$ cat src/rtl/cost_pkg.sv
`default_nettype none
// ============================================================================
//  Module      : cost_pkg
//  Description : Shared constants and FSM state encoding for the cost table.
//                Optional feature macro: COST_TABLE_CHECKSUM_EN.
//  Revision    : 1.0  initial release
// ============================================================================
package cost_pkg;

  localparam int N_SIDE  = 8;
  localparam int N_ENTRY = N_SIDE * N_SIDE;
  localparam int COST_W  = 7;
  localparam int IDX_W   = $clog2(N_ENTRY);

  typedef enum logic [1:0] {
    EMPTY = 2'd0,
    LOAD  = 2'd1,
    READY = 2'd2
  } state_t;

endpackage : cost_pkg
`default_nettype wire

$ cat src/rtl/cost_regfile.sv
`default_nettype none
// ============================================================================
//  Module      : cost_regfile
//  Description : Cost entry storage, one write port and one registered read
//                port. Contents are not reset.
//  Revision    : 1.0  initial release
// ============================================================================
module cost_regfile
  import cost_pkg::*;
#(
  parameter int DATA_W = 7,
  parameter int DEPTH  = 64,
  parameter int ADDR_W = 6
) (
  input  logic              clk,
  input  logic              i_wr_en,
  input  logic [ADDR_W-1:0] i_wr_addr,
  input  logic [DATA_W-1:0] i_wr_data,
  input  logic [ADDR_W-1:0] i_rd_addr,
  output logic [DATA_W-1:0] o_rd_data
);

  logic [DATA_W-1:0] r_mem [DEPTH];

  // Write port: store the accepted entry at the load address.
  always_ff @(posedge clk) begin
    if (i_wr_en) begin
      r_mem[i_wr_addr] <= i_wr_data;
    end
  end

  // Read port: one-cycle registered lookup (read-before-write on collision).
  always_ff @(posedge clk) begin
    o_rd_data <= r_mem[i_rd_addr];
  end

endmodule : cost_regfile
`default_nettype wire

$ cat src/rtl/cost_table.sv
`default_nettype none
// ============================================================================
//  Module      : cost_table
//  Description : 8x8 worker/job cost table. Loaded serially through a
//                valid/ready port, then looked up by (W, J) with one cycle
//                latency. Define COST_TABLE_CHECKSUM_EN to add a running
//                checksum output of all accepted entries.
//  Revision    : 1.0  initial release
// ============================================================================
module cost_table
  import cost_pkg::*;
#(
  parameter int COST_W = cost_pkg::COST_W
) (
  input  logic              CLK,
  input  logic              RST,
  input  logic              in_valid,
  input  logic [COST_W-1:0] in_data,
  output logic              in_ready,
  input  logic              reload,
  input  logic [2:0]        W,
  input  logic [2:0]        J,
  output logic [COST_W-1:0] Cost,
  output logic              loaded
`ifdef COST_TABLE_CHECKSUM_EN
  ,
  output logic [COST_W+5:0] checksum
`endif
);

  state_t             r_state;
  state_t             w_next;
  logic [IDX_W-1:0]   r_load_cnt;
  logic               r_cost_valid;
  logic               w_accept;
  logic               w_last;
  logic [COST_W-1:0]  w_rd_data;

  // A reload in the same cycle as in_valid drops the entry.
  assign w_accept = in_valid && in_ready && !reload;
  assign w_last   = (r_load_cnt == IDX_W'(N_ENTRY - 1));
  assign in_ready = (r_state != READY);
  assign loaded   = (r_state == READY);

  // Lookup output is forced to zero until a READY-state read has been issued.
  assign Cost     = r_cost_valid ? w_rd_data : '0;

  cost_regfile #(
    .DATA_W (COST_W),
    .DEPTH  (N_ENTRY),
    .ADDR_W (IDX_W)
  ) u_regfile (
    .clk       (CLK),
    .i_wr_en   (w_accept),
    .i_wr_addr (r_load_cnt),
    .i_wr_data (in_data),
    .i_rd_addr ({W, J}),
    .o_rd_data (w_rd_data)
  );

  // State register.
  always_ff @(posedge CLK or negedge RST) begin
    if (!RST) begin
      r_state <= EMPTY;
    end else begin
      r_state <= w_next;
    end
  end

  // Next-state logic: reload dominates, load completes on the 64th accept.
  always_comb begin
    w_next = r_state;
    if (reload) begin
      w_next = EMPTY;
    end else begin
      case (r_state)
        EMPTY:   if (w_accept) w_next = w_last ? READY : LOAD;
        LOAD:    if (w_accept && w_last) w_next = READY;
        READY:   w_next = READY;
        default: w_next = EMPTY;
      endcase
    end
  end

  // Load address counter; wraps to zero after the last entry.
  always_ff @(posedge CLK or negedge RST) begin
    if (!RST) begin
      r_load_cnt <= '0;
    end else if (reload) begin
      r_load_cnt <= '0;
    end else if (w_accept) begin
      r_load_cnt <= r_load_cnt + IDX_W'(1);
    end
  end

  // Marks that the registered read data is a valid READY-state lookup.
  always_ff @(posedge CLK or negedge RST) begin
    if (!RST) begin
      r_cost_valid <= 1'b0;
    end else begin
      r_cost_valid <= (r_state == READY) && !reload;
    end
  end

`ifdef COST_TABLE_CHECKSUM_EN
  logic [COST_W+5:0] r_checksum;

  // Running sum of accepted entries; wide enough for 64 maximum-value entries.
  always_ff @(posedge CLK or negedge RST) begin
    if (!RST) begin
      r_checksum <= '0;
    end else if (reload) begin
      r_checksum <= '0;
    end else if (w_accept) begin
      r_checksum <= r_checksum + (COST_W+6)'(in_data);
    end
  end

  assign checksum = r_checksum;
`endif

endmodule : cost_table
`default_nettype wire
$ cat config.mk
export PLATFORM = sky130hd
export DESIGN_NAME = cost_table
export DESIGN_NICKNAME = d
export VERILOG_FILES = /design/src/rtl/cost_pkg.sv /design/src/rtl/cost_regfile.sv /design/src/rtl/cost_table.sv
export SDC_FILE = /design/constraint.sdc
export NUM_CORES = 1
export LEC_CHECK = 0
export ABC_AREA = 0
export CORE_ASPECT_RATIO = 1.1
export CORE_MARGIN = 2
export CORE_UTILIZATION = 55
export CTS_BUF_LIST = sky130_fd_sc_hd__clkbuf_4
export CTS_CLUSTER_DIAMETER = 30
export DETAILED_ROUTE_END_ITERATION = 12
export GPL_TIMING_DRIVEN = 0
export PLACE_DENSITY = 0.74
export REMOVE_ABC_BUFFERS = 1
export SKIP_LAST_GASP = 1
export SYNTH_ARGS = -nofsm -noshare
export SYNTH_HDL_FRONTEND = slang
export SYNTH_HIERARCHICAL = 1
export SYNTH_SLANG_ARGS = --single-unit
$ cat constraint.sdc
create_clock -name CLK -period 2.3 [get_ports CLK]
set_input_delay 0.69 -clock CLK [delete_from_list [all_inputs] [get_ports CLK]]
set_output_delay 0.69 -clock CLK [all_outputs]
set_load 0.02 [all_outputs]
## Word-level counts from Yosys, hierarchy flattened

Memory sizes are Yosys's and may differ from the RTL's. A register that Yosys moved wholly into a read port is not among the register bits.
Index checks and enable logic that the tools add are counted.
W data, S select, Z words.

- Register bits: 9
- Memory bits (writable): 448
- Input bits: 17
- Output and inout bits: 9
- Word-level logic and storage cells: 29
- Memories kept: 1

Memory list:

| memory | depth | width | read ports | clocked after Yosys merged registers in | write ports | RTL line | text |
|---|---|---|---|---|---|---|---|
| u_regfile.r_mem | 64 | 7 | 1 | 1 | 1 | cost_regfile.sv:23 | `logic [DATA_W-1:0] r_mem [DEPTH];` |

- Add/subtract/negate cells: 1
- Equality and inequality tests: 6
- Muxes and demuxes: 10
- Reductions and logical operators: 8

Operators with widths:

| operator | number |
|---|---|
| $mux W6 | 2 |
| $mux W2 | 4 |
| $mux W7 | 1 |
| $add A6 B1 Y6 const B | 1 |
| $eq A6 B6 Y1 const B | 1 |
| $ne A3 B3 Y1 const B | 2 |
| $pmux W2 S3 | 1 |
| $logic_and A1 B1 Y1 | 4 |
| $eq A2 B1 Y1 const B | 1 |
| $eq A2 B2 Y1 const B | 1 |
| $logic_not A2 Y1 | 1 |
| $mux W1 | 2 |
| $ne A2 B2 Y1 const B | 1 |
| $reduce_and A2 Y1 | 1 |
| $reduce_bool A2 Y1 | 1 |
| $logic_not A1 Y1 | 1 |

## Longest topological paths before layout

- Depth after elaboration: 7
- Mapped depth: 7
- Depth with buffers taken out: 7

## Hierarchy

Netlist, hierarchy kept.

By module, submodules not included:

| module | instances | cells an instance | area each (um^2) | sequential area each (um^2) |
|---|---|---|---|---|
| cost_regfile | 1 | 827 | 17635.7 | 13593.0 |
| cost_table | 1 | 60 | 559.3 | 225.2 |

## Worst setup path before layout

OpenSTA, ideal clock, no wires.

- Path kind: register to register
- Start point: register r_state[0]
- End point: memory u_regfile.r_mem[62][0], enable pin
- Library setup time: 360 ps
- Arrival: 2020 ps
- Required time: 1940 ps
- Setup slack: -80 ps
- Cell stages (with the launch flop): 8
- Path buffers: 0
- Clock period less this slack: 2380 ps
- Path through: dfrtp_1 inv_1 ha_1 nand2b_4 nor2_1 nor2b_1 nand3_1 nor2_1

- Longest elaborated chain between the ends: 5

Ends and longest elaborated chain:

| element | RTL line | text |
|---|---|---|
| from (decl) | cost_table.sv:31 | `state_t r_state;` |
| from (signal assigned) | cost_table.sv:66 | `r_state <= w_next;` |
| $ne A2 B2 Y1 | cost_table.sv:42 | `assign in_ready = (r_state != READY);` |
| $logic_and A1 B1 Y1 (2 in a row) | cost_table.sv:40 | `assign w_accept = in_valid && in_ready && !reload;` |
| via w_accept | cost_table.sv:35 | `logic w_accept;` |
| $mux W1 | cost_regfile.sv:27 | `if (i_wr_en) begin` |
| $mux W1 (implied by the code) | cost_regfile.sv:28 | `r_mem[i_wr_addr] <= i_wr_data;` |
| to (decl) | cost_regfile.sv:23 |  |

The timed path passes the listed nets, and every way through them passes these cells.

## Worst setup path after layout

- Start point: register r_cost_valid
- End point: output Cost[6]

- Longest elaborated chain between the ends: 1

Ends and longest elaborated chain:

| element | RTL line | text |
|---|---|---|
| from (decl) | cost_table.sv:34 | `logic r_cost_valid;` |
| from (signal assigned) | cost_table.sv:101 | `r_cost_valid <= (r_state == READY) && !reload;` |
| $mux W7 | cost_table.sv:46 | `assign Cost = r_cost_valid ? w_rd_data : '0;` |
| to (decl) | cost_table.sv:23 | `output logic [COST_W-1:0] Cost,` |

Every way passes these cells.

==> metrics.csv <==
metric;value;unit
numCtsBuffers;107;
synth.distinct_cells;47;
die_w;177.4;um
slew_headroom;35.15;%
fin_ws;-0.05117;ns
grt_overflow;0;
worst_pin_slew;0.9728;ns
hold_slack;0.2163;ns
hold_class;in2async;
synth_cells;887;
switchingPower;0.003898;W
yosys.area.top_type;edfxtp_1;
synth_top_cell_area_share;73.94;%
crit_arrival;1.66;ns
postCtsHoldBufs;0;
synth_warnings;6;
clockRootBuffer;clkbuf_4;
seq_area_frac_synth;75.95;%
dpl_cell_area;0.01890;sq mm
final_common_cell;edfxtp_1;
drt-initial-drc-count;908;
power.density;813.7;mW/mm^2
drv_cap;0;
grt_first_pass_wirelength;57.35;mm
via_per_inst;6.192;
nets;1036;
postRouteAntennaNets;0;
hold_viol;0;
drtPass1Iterations;7;
ys_ff_latch;464;
comb_power_share;7.0;%
start_util;56.05;%
period_share;102.2;%
grt_pass1_vias;9540;
p_int;0.01341;W
antenna_found_initial;1;
htree_levels;3;
seqPwrFrac;54.3;%
ir_worst_vdd;0.3790;mV
netlist_area;0.01819;sq mm
core;0.03246;sq mm
fp-row-count;69;
area_growth;16.90;%
port_buffers;25;
critPathKind;reg2out;
wl_per_cell;25.48;um
p_clk_share;38.7;%
routabilityCongestion;0.7878;
skew;0.06615;ns
ios;26;
grt_max_degree;57;
drive_above_1_share;40.52;%
vias;9505;
rsz0062_at_grt;yes;
hpwlAfterDp;22.97;mm
crit_path_end_kind;output port;
finalSetupViolCount;9;
finalSetupTns;-0.2965;ns
cts_sinks;464;
swShare;22.52;%
cts_tree;built;
cts_buffer_depth;3;
worst-path-max-fanout;6;
insertion_delay;0.78;ns
min_period;2.351;ns
required;1.61;ns
violations;setup timing;
drc;0;
clkTransAtPathRegs;0.07;ns
startpoint_type;flip-flop;
die_area;0.03455;sq mm
status;finished, violations left;
syn_area_per_cell;20.51;sq um
grt_usage;22.88;%
wl;39.12;mm
die_h;194.8;um
final_area;0.02127;sq mm
layout_common_cells;448 x edfxtp_1, 176 x clkbuf_4, 112 x mux4_2;
slew_violations;0;
synthTopCellsByArea;edfxtp_1 74%, mux4_2 14%, nor2_1 1.7%, dfrtp_1 1.2%, mux2i_1 0.94%;
fmax;425.3;MHz
p_leak;6.779;nW
-- flip-flops by register name, summed over array words and instances (netlist names) --
signal,flops
u_regfile/o_rd_data,7
r_cost_valid,1
r_load_cnt,6
u_regfile/r_mem,448
r_state,2
-- per-stage QoR --
stage / instances / setup slack, ns / util [%] / power, W
after floorplan: 841 / -0.08119 / - / 0.01004
after global placement: 1292 / -6.747 / 57.64 / 0.01066
after detailed placement: 1302 / -1.419 / 58.23 / 0.01058
after CTS: 1517 / -0.1349 / 64.60 / 0.01734
after global routing: 1535 / -0.1050 / 65.53 / 0.01799
final: 1535 / -0.05117 / 65.53 / 0.01731
-- worst paths after layout --
path / slack [ns] / cells past startpoint / to / startpoint
max in group asynchronous: 1.75 / 1 / r_load_cnt[1]$_DFFE_PN0P_ / RST
hold / removal: 0.22 / 1 / r_load_cnt[2]$_DFFE_PN0P_ / RST
setup / recovery: -0.05 / 3 / Cost[6] / r_cost_valid$_DFF_PN0_
hold reg to reg: 0.70 / 3 / r_cost_valid$_DFF_PN0_ / r_state[1]$_DFFE_PN0P_
setup reg to reg: -0.01 / 3 / u_regfile/r_mem[1][2]$_DFFE_PP_ / r_load_cnt[2]$_DFFE_PN0P_
min in group CLK: 0.37 / 1 / u_regfile/r_mem[16][4]$_DFFE_PP_ / in_data[4]
-- synthesized netlist by cell type (all sizes together) --
cell type / count
and3: 2
buf: 28
nor3b: 3
or3b: 2
mux2: 2
o221ai: 9
mux4: 112
o21ai: 12
nand3b: 4
clkbuf: 18
xor2: 3
nor3: 11
ha: 5
a41o: 2
edfxtp: 448
nand4b: 1
a21o: 1
o22ai: 12
or3: 3
nor2b: 5
inv: 5
nand3: 11
nand4: 3
mux2i: 17
dfxtp: 7
and2b: 1
a211oi: 4
nor2: 84
and3b: 3
a32o: 2
a22o: 3
nand2: 13
a21oi: 10
and2: 7
dfrtp: 9
o31ai: 8
xnor2: 1
a41oi: 1
nand2b: 7
a22oi: 8
-- cells by family after synthesis --
logic type / synth area share [%]
flip-flops: 75.95
AND/OR/NAND/NOR: 4.291
multiplexers: 14.92
AO/OA/AOI/OAI: 2.730
buffers and inverters: 1.575
adder cells (fa/ha/maj): 0.3438
XOR/XNOR: 0.1926
-- final cells by class --
type,instances,area (sq um)
timing repair buffer,64,774.5
inverter,5,18.77
tap,426,533.0
clock inverter,27,147.6
clock buffer,176,1321
multi-input combinational,372,4652
fill,2154,11190
antenna,1,2.502
sequential,464,13820
-- power groups by stage --
stage / clock network, W / logic [W] / registers [W]
finish: 0.00670 / 0.00121 / 0.00940
global placement: 0 / 0.00107 / 0.00959
CTS: 0.00683 / 0.00111 / 0.00940
detailed placement: 0 / 0.00101 / 0.00957
floorplan: 0 / 0.000485 / 0.00955
global route: 0.00730 / 0.00128 / 0.00941
-- critical path: stages (launching register included) --
cell and delay, ns:
dfrtp_2 0.48, buf_6 0.16, and2_4 0.13, buf_6 0.12
-- routing by layer --
layer | share of wire [%] | up-vias | GRT usage [%]
li1 | - | 4014 | -
met1 | 38 | 4897 | 30.83
met2 | 51 | 528 | 36.51
met3 | 9.1 | 66 | 5.203
met4 | 2.6 | 0 | 9.290
met5 | 0 | - | 0
-- repair_timing --
| action | in CTS | in global routing |
|---|---|---|
| buffers inserted | 11 | 17 |
| resized for setup | 177 | 32 |
| endpoints found under the setup margin | 464 | 245 |
| gates cloned | 1 | 0 |
| pin swaps | 5 | 9 |
Power figures use the tool's default switching activity.
